**config.mk**
```make
export PLATFORM = sky130hd
export DESIGN_NAME = alu_operand_stage
export DESIGN_NICKNAME = d
export VERILOG_FILES = /design/src/rtl/alu_operand_stage.sv
export SDC_FILE = /design/constraint.sdc
export NUM_CORES = 1
export LEC_CHECK = 0
export ABC_CLOCK_PERIOD_IN_PS = 2300
export CORE_MARGIN = 5
export CORE_UTILIZATION = 50
export CTS_CLUSTER_SIZE = 14
export DETAILED_ROUTE_END_ITERATION = 16
export HOLD_SLACK_MARGIN = 0.08
export PLACE_DENSITY_LB_ADDON = 0.25
export REMOVE_ABC_BUFFERS = 1
export SKIP_CTS_REPAIR_TIMING = 1
export SLEW_MARGIN = 20
export SYNTH_ARGS = -nofsm -noshare
export SYNTH_HDL_FRONTEND = slang
export SYNTH_SLANG_ARGS = --single-unit
```
**constraint.sdc**
```tcl
create_clock -name clk -period 2.3 [get_ports clk]
set_input_delay 0.23 -clock clk [delete_from_list [all_inputs] [get_ports clk]]
set_output_delay 0.23 -clock clk [all_outputs]
set_load 0.03 [all_outputs]
```
**src/rtl/alu_operand_stage.sv**
```systemverilog
// alu_operand_stage
// Operand-issue stage in front of the 16-bit ALU. Reads the register file,
// chooses and extends the immediate, tracks outstanding writes in a
// per-register pending scoreboard, and hands a registered bundle to the ALU
// over a valid/ready handshake.
// Ports:
//   clk, rst_n                       clock, async active-low reset
//   in_valid/in_ready                decoded-instruction handshake
//   in_op, in_rd, in_rs, in_rt       op code and register addresses
//   in_imm, in_use_imm               immediate field and in1 source select
//   out_valid/out_ready              ALU-bundle handshake
//   alu_in0, alu_in1, alu_select     registered ALU operands and op code
//   alu_rd, alu_wr                   destination and write-back flag
//   wb_en, wb_addr, wb_data          write-back port from the result path
//   flush                            discard the held bundle
module alu_operand_stage #(
   parameter int DATA_W = 16,
   parameter int REG_N  = 8,
   parameter int AW     = 3
) (
   input  logic              clk,
   input  logic              rst_n,
   input  logic              in_valid,
   output logic              in_ready,
   input  logic [3:0]        in_op,
   input  logic [AW-1:0]     in_rd,
   input  logic [AW-1:0]     in_rs,
   input  logic [AW-1:0]     in_rt,
   input  logic [7:0]        in_imm,
   input  logic              in_use_imm,
   output logic              out_valid,
   input  logic              out_ready,
   output logic [DATA_W-1:0] alu_in0,
   output logic [DATA_W-1:0] alu_in1,
   output logic [3:0]        alu_select,
   output logic [AW-1:0]     alu_rd,
   output logic              alu_wr,
   input  logic              wb_en,
   input  logic [AW-1:0]     wb_addr,
   input  logic [DATA_W-1:0] wb_data,
   input  logic              flush
);

   logic [DATA_W-1:0] regs_q [REG_N];
   logic [REG_N-1:0]  pend_q, pend_d;
   logic              out_valid_q, out_valid_d;
   logic [DATA_W-1:0] in0_q, in1_q, in0_d, in1_d;
   logic [3:0]        sel_q;
   logic [AW-1:0]     rd_q;
   logic              wr_q;

   logic              writes_s;
   logic [REG_N-1:0]  clr_s;
   logic [REG_N-1:0]  pend_eff_s;
   logic              hazard_s;
   logic              issue_s;
   logic [DATA_W-1:0] rs_val_s, rt_val_s;

   // Hazard detection, operand selection with write-back bypass, handshake.
   always_comb begin
      writes_s = (in_op[3:2] != 2'b11) && (in_rd != {AW{1'b0}});
      clr_s    = {REG_N{1'b0}};
      if (wb_en && (wb_addr != {AW{1'b0}})) begin
         clr_s[wb_addr] = 1'b1;
      end else begin
         clr_s = {REG_N{1'b0}};
      end
      // A register being written back this cycle no longer blocks issue.
      pend_eff_s = pend_q & ~clr_s;
      hazard_s   = ((in_rs != {AW{1'b0}}) && pend_eff_s[in_rs]) ||
                   (!in_use_imm && (in_rt != {AW{1'b0}}) && pend_eff_s[in_rt]) ||
                   (writes_s && pend_eff_s[in_rd]);
      in_ready   = rst_n && !flush && !hazard_s && (!out_valid_q || out_ready);
      issue_s    = in_valid && in_ready;

      if (in_rs == {AW{1'b0}}) begin
         rs_val_s = {DATA_W{1'b0}};
      end else if (wb_en && (wb_addr == in_rs)) begin
         rs_val_s = wb_data;
      end else begin
         rs_val_s = regs_q[in_rs];
      end
      if (in_rt == {AW{1'b0}}) begin
         rt_val_s = {DATA_W{1'b0}};
      end else if (wb_en && (wb_addr == in_rt)) begin
         rt_val_s = wb_data;
      end else begin
         rt_val_s = regs_q[in_rt];
      end

      in0_d = rs_val_s;
      if (!in_use_imm) begin
         in1_d = rt_val_s;
      end else if ((in_op == 4'b0111) || (in_op == 4'b1000)) begin
         // Shift amounts are unsigned.
         in1_d = {{(DATA_W-8){1'b0}}, in_imm};
      end else begin
         in1_d = {{(DATA_W-8){in_imm[7]}}, in_imm};
      end
   end

   // Next-state of the scoreboard and the output-valid flag.
   always_comb begin
      pend_d = pend_q & ~clr_s;
      if (flush && out_valid_q && wr_q) begin
         pend_d[rd_q] = 1'b0;
      end else begin
         pend_d = pend_d;
      end
      // Applied last so a same-cycle set beats a write-back clear.
      if (issue_s && writes_s) begin
         pend_d[in_rd] = 1'b1;
      end else begin
         pend_d = pend_d;
      end

      if (flush) begin
         out_valid_d = 1'b0;
      end else if (issue_s) begin
         out_valid_d = 1'b1;
      end else if (out_ready) begin
         out_valid_d = 1'b0;
      end else begin
         out_valid_d = out_valid_q;
      end
   end

   // Register file; r0 is never written.
   always_ff @(posedge clk or negedge rst_n) begin
      if (!rst_n) begin
         for (int i = 0; i < REG_N; i++) begin
            regs_q[i] <= {DATA_W{1'b0}};
         end
      end else if (wb_en && (wb_addr != {AW{1'b0}})) begin
         regs_q[wb_addr] <= wb_data;
      end
   end

   // Scoreboard, valid flag and the held ALU bundle.
   always_ff @(posedge clk or negedge rst_n) begin
      if (!rst_n) begin
         pend_q      <= {REG_N{1'b0}};
         out_valid_q <= 1'b0;
         in0_q       <= {DATA_W{1'b0}};
         in1_q       <= {DATA_W{1'b0}};
         sel_q       <= 4'b0000;
         rd_q        <= {AW{1'b0}};
         wr_q        <= 1'b0;
      end else begin
         pend_q      <= pend_d;
         out_valid_q <= out_valid_d;
         if (issue_s) begin
            in0_q <= in0_d;
            in1_q <= in1_d;
            sel_q <= in_op;
            rd_q  <= in_rd;
            wr_q  <= writes_s;
         end
      end
   end

   assign out_valid  = out_valid_q;
   assign alu_in0    = in0_q;
   assign alu_in1    = in1_q;
   assign alu_select = sel_q;
   assign alu_rd     = rd_q;
   assign alu_wr     = wr_q;

endmodule

```
==> out/metrics.csv, run 1 <==
metric,value,unit
status,finished with violations,
failing checks,setup timing,
worst-case clock skew,0.01050,ns
final instance area,11690,sq um
TritonCTS Buffers,17,
pwr dens,890.0,nW/um^2
Worst VDD drop,0.0005445,V
total power,0.01041,W
hold path start,regs_q[115]$_DFFE_PN0P_,
die area,21680,sq um
vias in the first global route,7503,
"Slew Viols, Final",0,
Routed wire per std cell,23.14,um
Static Leak,5.119,nW
final hold vios,0,
area of placed instances,10950,sq um
First-pass DRT Iterations,5,
GRT Total Usage,24.79,%
main flop type after synthesis,dfrtp_1,
max_cap viols,0,
Setup-failing EPs final,1,
synth cell count leaders,"177 x dfrtp_1, 130 x mux2_2, 68 x nor2_1, 62 x nand2_1, 57 x clkbuf_1",
reg-to-reg startpoint,pend_q[3]$_DFF_PN0_,
Least-Margin Pin Slew,0.7237,ns
Tmin final,2.305,ns
hold slack,0.3762,ns
sequential power share,41.4,%
"flops & latches, synth",177,
Yosys cell types,56,
Required @ worst endpoint,2.07,ns
Yosys warning total,0,
"area leader, netlist",dfrtp_1,
Post-Place Cells,1116,
initial antenna violation count,4,
Clk Tree Root Cell,clkbuf_16,
Worst Setup Start Kind,flop,
Max Clk Rate,433.8,MHz
Internal Power,0.007222,W
DR vias/cell,6.211,
Rows,50,
RSZ-0062 raised after global routing,true,
Sink Count,177,
CTS tree,built,
hold crit path type,reg -> reg,
Critical path origin,pend_q[0]$_DFF_PN0_,
Routed WL,26870,um
Logic pwr share,28.9,%
"CTS clk-pin slew, worst paths",0.07,ns
sequential share of the synthesized area,47.03,%
post-route insts no fill,1161,
most frequent cell after synthesis,dfrtp_1,
R2R depth,6,
number of flops mapped to enable cells by yosys,0,
routed via count,7211,
Syn-to-layout area delta,24.15,%
latest clock arrival within the worst-skew pair,0.44,ns
largest net degree at the start of global routing,131,
Top Ports,89,
Filler cells,1425,
CP Max Fanout,2,
gp weighted congestion,0.9053,
crit share post-route,100.2,%
synthesized netlist cell count,800,
Congestion Overflow GR,0,
total core area,18640,sq um
port bufs,88,
RR Endpoint,alu_in1[15]$_DFFE_PN0P_,
fin nets,959,
"top cells by area, synth","dfrtp_1 47%, mux2_2 16%, mux4_2 7.9%",
first-pass GRT wire length,41700,um
CTS HTree Levels,4,
P_sw,0.003185,W
Die Width,147.2,um
DR iter-0 viols,728,
Max Root-Sink Buffers,2,
DRC,0,
critical path class,reg -> out,
Setup WS post-layout,-0.005227,ns
end of the critical path,in_ready,
chip height,147.2,um
synthesized area,9418,sq um
top-area cell type share of the netlist area,47.03,%
worst relative slew slack,51.76,%
Initial Utilization,50.52,%
CP arrival,2.08,ns
HPWL after detailed placement,17880,um
clock power share,29.7,%
Hold Path Depth,0,
reg2reg setup slack,0.20,ns
share of flip-flops with an asynchronous set or reset,100.0,%
crit path capture type,primary output,
switching fraction of total power,30.61,%
antenna-violating nets left,0,
share of cells above drive strength 1,34.49,%
Syn Area/Cell,11.77,sq um
power groups by stage:
stage | clock network [W] | logic [W] | registers, W
after floorplan | 0 | 0.00129 | 0.00472
after global placement | 0 | 0.00293 | 0.00428
after detailed placement | 0 | 0.00300 | 0.00434
after CTS | 0.00313 | 0.00302 | 0.00429
after global routing | 0.00326 | 0.00321 | 0.00439
final | 0.00309 | 0.00301 | 0.00431
critical path, cell delays in order, from the launching register on:
cell      delay (ns)
dfrtp_1         0.39
nor2b_4         0.13
a311oi_2        0.21
a311oi_1        0.08
o31ai_2         0.25
buf_4           0.17
nand2_2         0.05
nor3b_2         0.17
buf_4           0.18
routing by layer:
| metal | global-route usage [%] | vias to the layer above | part of all wire [%] |
|---|---|---|---|
| met5 | 0 | - | 0.10 |
| li1 | - | 3148 | - |
| met2 | 39.52 | 316 | 48 |
| met1 | 33.09 | 3676 | 42 |
| met4 | 9.692 | 4 | 3.0 |
| met3 | 5.830 | 67 | 7.0 |
metrics by stage:
stage                     setup TNS [ns]  util (%)  worst slack, ns
after detailed placement          -22.68     58.71          -0.5440
after CTS                         -3.163     62.07          -0.3558
final                          -0.005227     62.72        -0.005227
after global routing             -0.1045     62.72          -0.1045
after global placement            -19.72     58.71          -0.4610
after floorplan                   -86.16         -           -1.620
cells by family after synthesis:
kind of cell / count (synthesis) / share of synthesized area [%]
AND/OR/NAND/NOR: 181 / 9.313
XOR/XNOR: 6 / 0.5580
buffers and inverters: 97 / 4.783
multiplexers: 217 / 29.55
flip-flops: 177 / 47.03
AO/OA/AOI/OAI: 122 / 8.769
flip-flops by register name (all words and copies together) (netlist names):
register / count
alu_rd: 3
out_valid: 1
alu_in1: 16
pend_q: 8
alu_select: 4
alu_in0: 16
regs_q: 128
alu_wr: 1
area by class of cell:
cell class	instances	area, sq um	area share (%)
clock inverter	13	183.9	1.573
clock buffer	19	442.9	3.788
antenna	2	5.005	0.04280
sequential	177	4429	37.88
inverter	4	15.01	0.1284
timing repair buffer	186	1730	14.80
tap	234	292.8	2.504
multi-input combinational	526	4593	39.28
cell usage in the layout, fill, tap and decap left out, types with 7 or more instances in the layout:
| cell type | Yosys | layout |
|---|---|---|
| nand2_1 | 62 | 61 |
| buf_12 | 2 | 9 |
| nand3_1 | 8 | 8 |
| nand4_1 | 7 | 7 |
| mux2_2 | 130 | 130 |
| mux2_4 | 7 | 7 |
| nor2_1 | 68 | 68 |
| a21oi_1 | 43 | 43 |
| o31ai_1 | 14 | 14 |
| dfrtp_1 | 177 | 177 |
| clkdlybuf4s50_1 | 0 | 79 |
| a211oi_1 | 32 | 32 |
| a22oi_1 | 7 | 7 |
| buf_4 | 4 | 86 |
| mux2i_1 | 47 | 47 |
| mux4_2 | 33 | 33 |
| clkbuf_16 | 0 | 17 |
worst min path at each step:
stage	end	slack (ns)
global placement	regs_q[127]$_DFFE_PN0P_	0.36
global route	regs_q[124]$_DFFE_PN0P_	0.38
finish	regs_q[115]$_DFFE_PN0P_	0.38
floorplan	alu_in0[0]$_DFFE_PN0P_	-0.07
CTS	alu_in0[9]$_DFFE_PN0P_	-0.01
detailed placement	regs_q[124]$_DFFE_PN0P_	0.36
Power figures use the tool's default switching activity.
==> inputs of run 2 (changes only) <==
SETUP_SLACK_MARGIN = 0.05   (was not set)
SLEW_MARGIN = 15   (was 20)
==> results of run 2 <==
Same layout as run 1: the final DEF is identical, and so are final timing and power.
==> inputs of run 3 (changes only) <==
CORE_UTILIZATION = 30   (was 50)
==> run 3 against run 2 <==
Effect of this change: the run still ends with setup timing left; via count decreased by 6.0%; wire length increased by 0.64%; setup slack got worse by 0.093 ns; count of clock-buffer cells in the layout decreased by 2; first-iteration DRC count decreased by 32%; combinational power about the same; critical path type unchanged.
==> out/metrics.csv, run 3 (synthesized netlist as in run 1, its figures left out) <==
metric,value,unit
worst-case clock skew,0.01223,ns
Max Root-Sink Buffers,2,
Sink Count,177,
crit share post-route,104.3,%
port bufs,88,
fin nets,957,
"CTS clk-pin slew, worst paths",0.08,ns
DR iter-0 viols,497,
latest clock arrival within the worst-skew pair,0.44,ns
max_cap viols,0,
failing checks,setup timing,
routed via count,6780,
total power,0.01018,W
Clk Tree Root Cell,clkbuf_16,
Least-Margin Pin Slew,1.090,ns
# diodes,0,
First-pass DRT Iterations,7,
Routed wire per std cell,20.52,um
hold path start,regs_q[123]$_DFFE_PN0P_,
Required @ worst endpoint,2.07,ns
first-pass GRT wire length,42770,um
Setup WS post-layout,-0.09859,ns
Rows,64,
initial antenna violation count,0,
Initial Utilization,30.55,%
GRT Total Usage,15.46,%
critical path class,reg -> out,
final hold vios,0,
dpl ws,-0.4846,ns
Routed WL,27040,um
pwr dens,853.1,nW/um^2
gp weighted congestion,0.8043,
RSZ-0062 raised after global routing,true,
die area,35040,sq um
hold crit path type,reg -> reg,
DR vias/cell,5.144,
Biggest register,regs_q,
Syn-to-layout area delta,26.66,%
worst relative slew slack,27.35,%
TritonCTS Buffers,17,
Filler cells,2935,
vias in the first global route,7155,
"Slew Viols, Final",0,
max reg flops,128,
DRC,0,
Critical path origin,pend_q[0]$_DFF_PN0_,
Tmin final,2.399,ns
crit path capture type,primary output,
chip height,187.2,um
reg-to-reg startpoint,pend_q[0]$_DFF_PN0_,
Die Width,187.2,um
Max Clk Rate,416.9,MHz
Worst VDD drop,0.0004690,V
total core area,30830,sq um
most frequent cells in the layout,"177 x dfrtp_1, 130 x mux2_2, 79 x clkdlybuf4s50_1",
CP arrival,2.17,ns
CTS tree,built,
Worst Setup Start Kind,flop,
"commonest non-fill, non-tap cell in the layout",dfrtp_1,
HPWL after detailed placement,17860,um
Static Leak,5.131,nW
CTS HTree Levels,4,
Congestion Overflow GR,0,
Top Ports,89,
share of cells above drive strength 1,34.49,%
status,finished with violations,
CP Max Fanout,2,
largest net degree at the start of global routing,178,
antenna-violating nets left,0,
Setup-failing EPs final,1,
==> run 3: cell count changes in the layout (fill, tap and decap cells not counted), sizes merged <==
cell / previous run / this run
bufinv: 4 / 0
diode: 2 / 0
clkinvlp: 3 / 1
clkinv: 5 / 4
buf: 102 / 100
clkbuf: 19 / 17
inv: 5 / 13
==> run 3: area by class of cell <==
cell class	instances	area, sq um	share of cell area (%)
flip-flops and latches	177	4429	37.13
inverters	4	15.01	0.1259
multi-input cells	526	4608	38.63
well taps	396	495.5	4.154
clock inverters	14	146.4	1.227
clock buffers	17	425.4	3.566
repair buffers	184	1809	15.17
==> run 3: worst max-delay path, cell delays in order (launching register included) <==
cell,delay (ns)
dfrtp_1,0.43
nor2b_4,0.15
a311oi_2,0.21
a311oi_2,0.06
o31ai_2,0.25
buf_4,0.17
nand2_2,0.04
nor3b_2,0.17
buf_4,0.14
buf_12,0.11
==> run 3: where the power goes <==
group          internal (W)  switching (W)  total (W)
registers           0.00380       0.000493    0.00429
logic               0.00159        0.00141    0.00300
clock network       0.00145        0.00144    0.00288
total               0.00684        0.00334     0.0102
==> run 3: metal layers <==
metal	GRT usage (%)	share of wire, %	up-vias
met1	22.22	48	3505
met3	3.229	3.8	13
met5	0	0	-
met4	2.531	0.92	0
li1	-	-	3129
met2	24.61	47	133
==> run 3: final timing paths <==
kind                       depth (start not counted)  slack (ns)                      end
setup / recovery                                   9        -0.1                 in_ready
hold / removal                                     0        0.37  regs_q[123]$_DFFE_PN0P_
setup reg to reg                                   7        0.21  alu_in1[13]$_DFFE_PN0P_
hold reg to reg                                    0        0.37  regs_q[123]$_DFFE_PN0P_
max in group asynchronous                          3        1.00   regs_q[48]$_DFFE_PN0P_
min in group asynchronous                          3        0.41    out_valid$_DFFE_PN0P_
==> run 3: through the flow <==
| stage | utilization [%] | hold WS [ns] | TNS (ns) | instance area, sq um | std cells |
|---|---|---|---|---|---|
| final | 38.69 | 0.3746 | -0.09859 | 11930 | 1318 |
| after global placement | 36.57 | 0.3604 | -19.38 | 11270 | 1283 |
| after CTS | 38.42 | 0.03258 | -1.144 | 11850 | 1314 |
| after detailed placement | 36.57 | 0.3632 | -20.87 | 11270 | 1283 |
| after floorplan | - | -0.06559 | -86.16 | 8982 | 707 |
| after global routing | 38.69 | 0.3864 | -0.2239 | 11930 | 1318 |
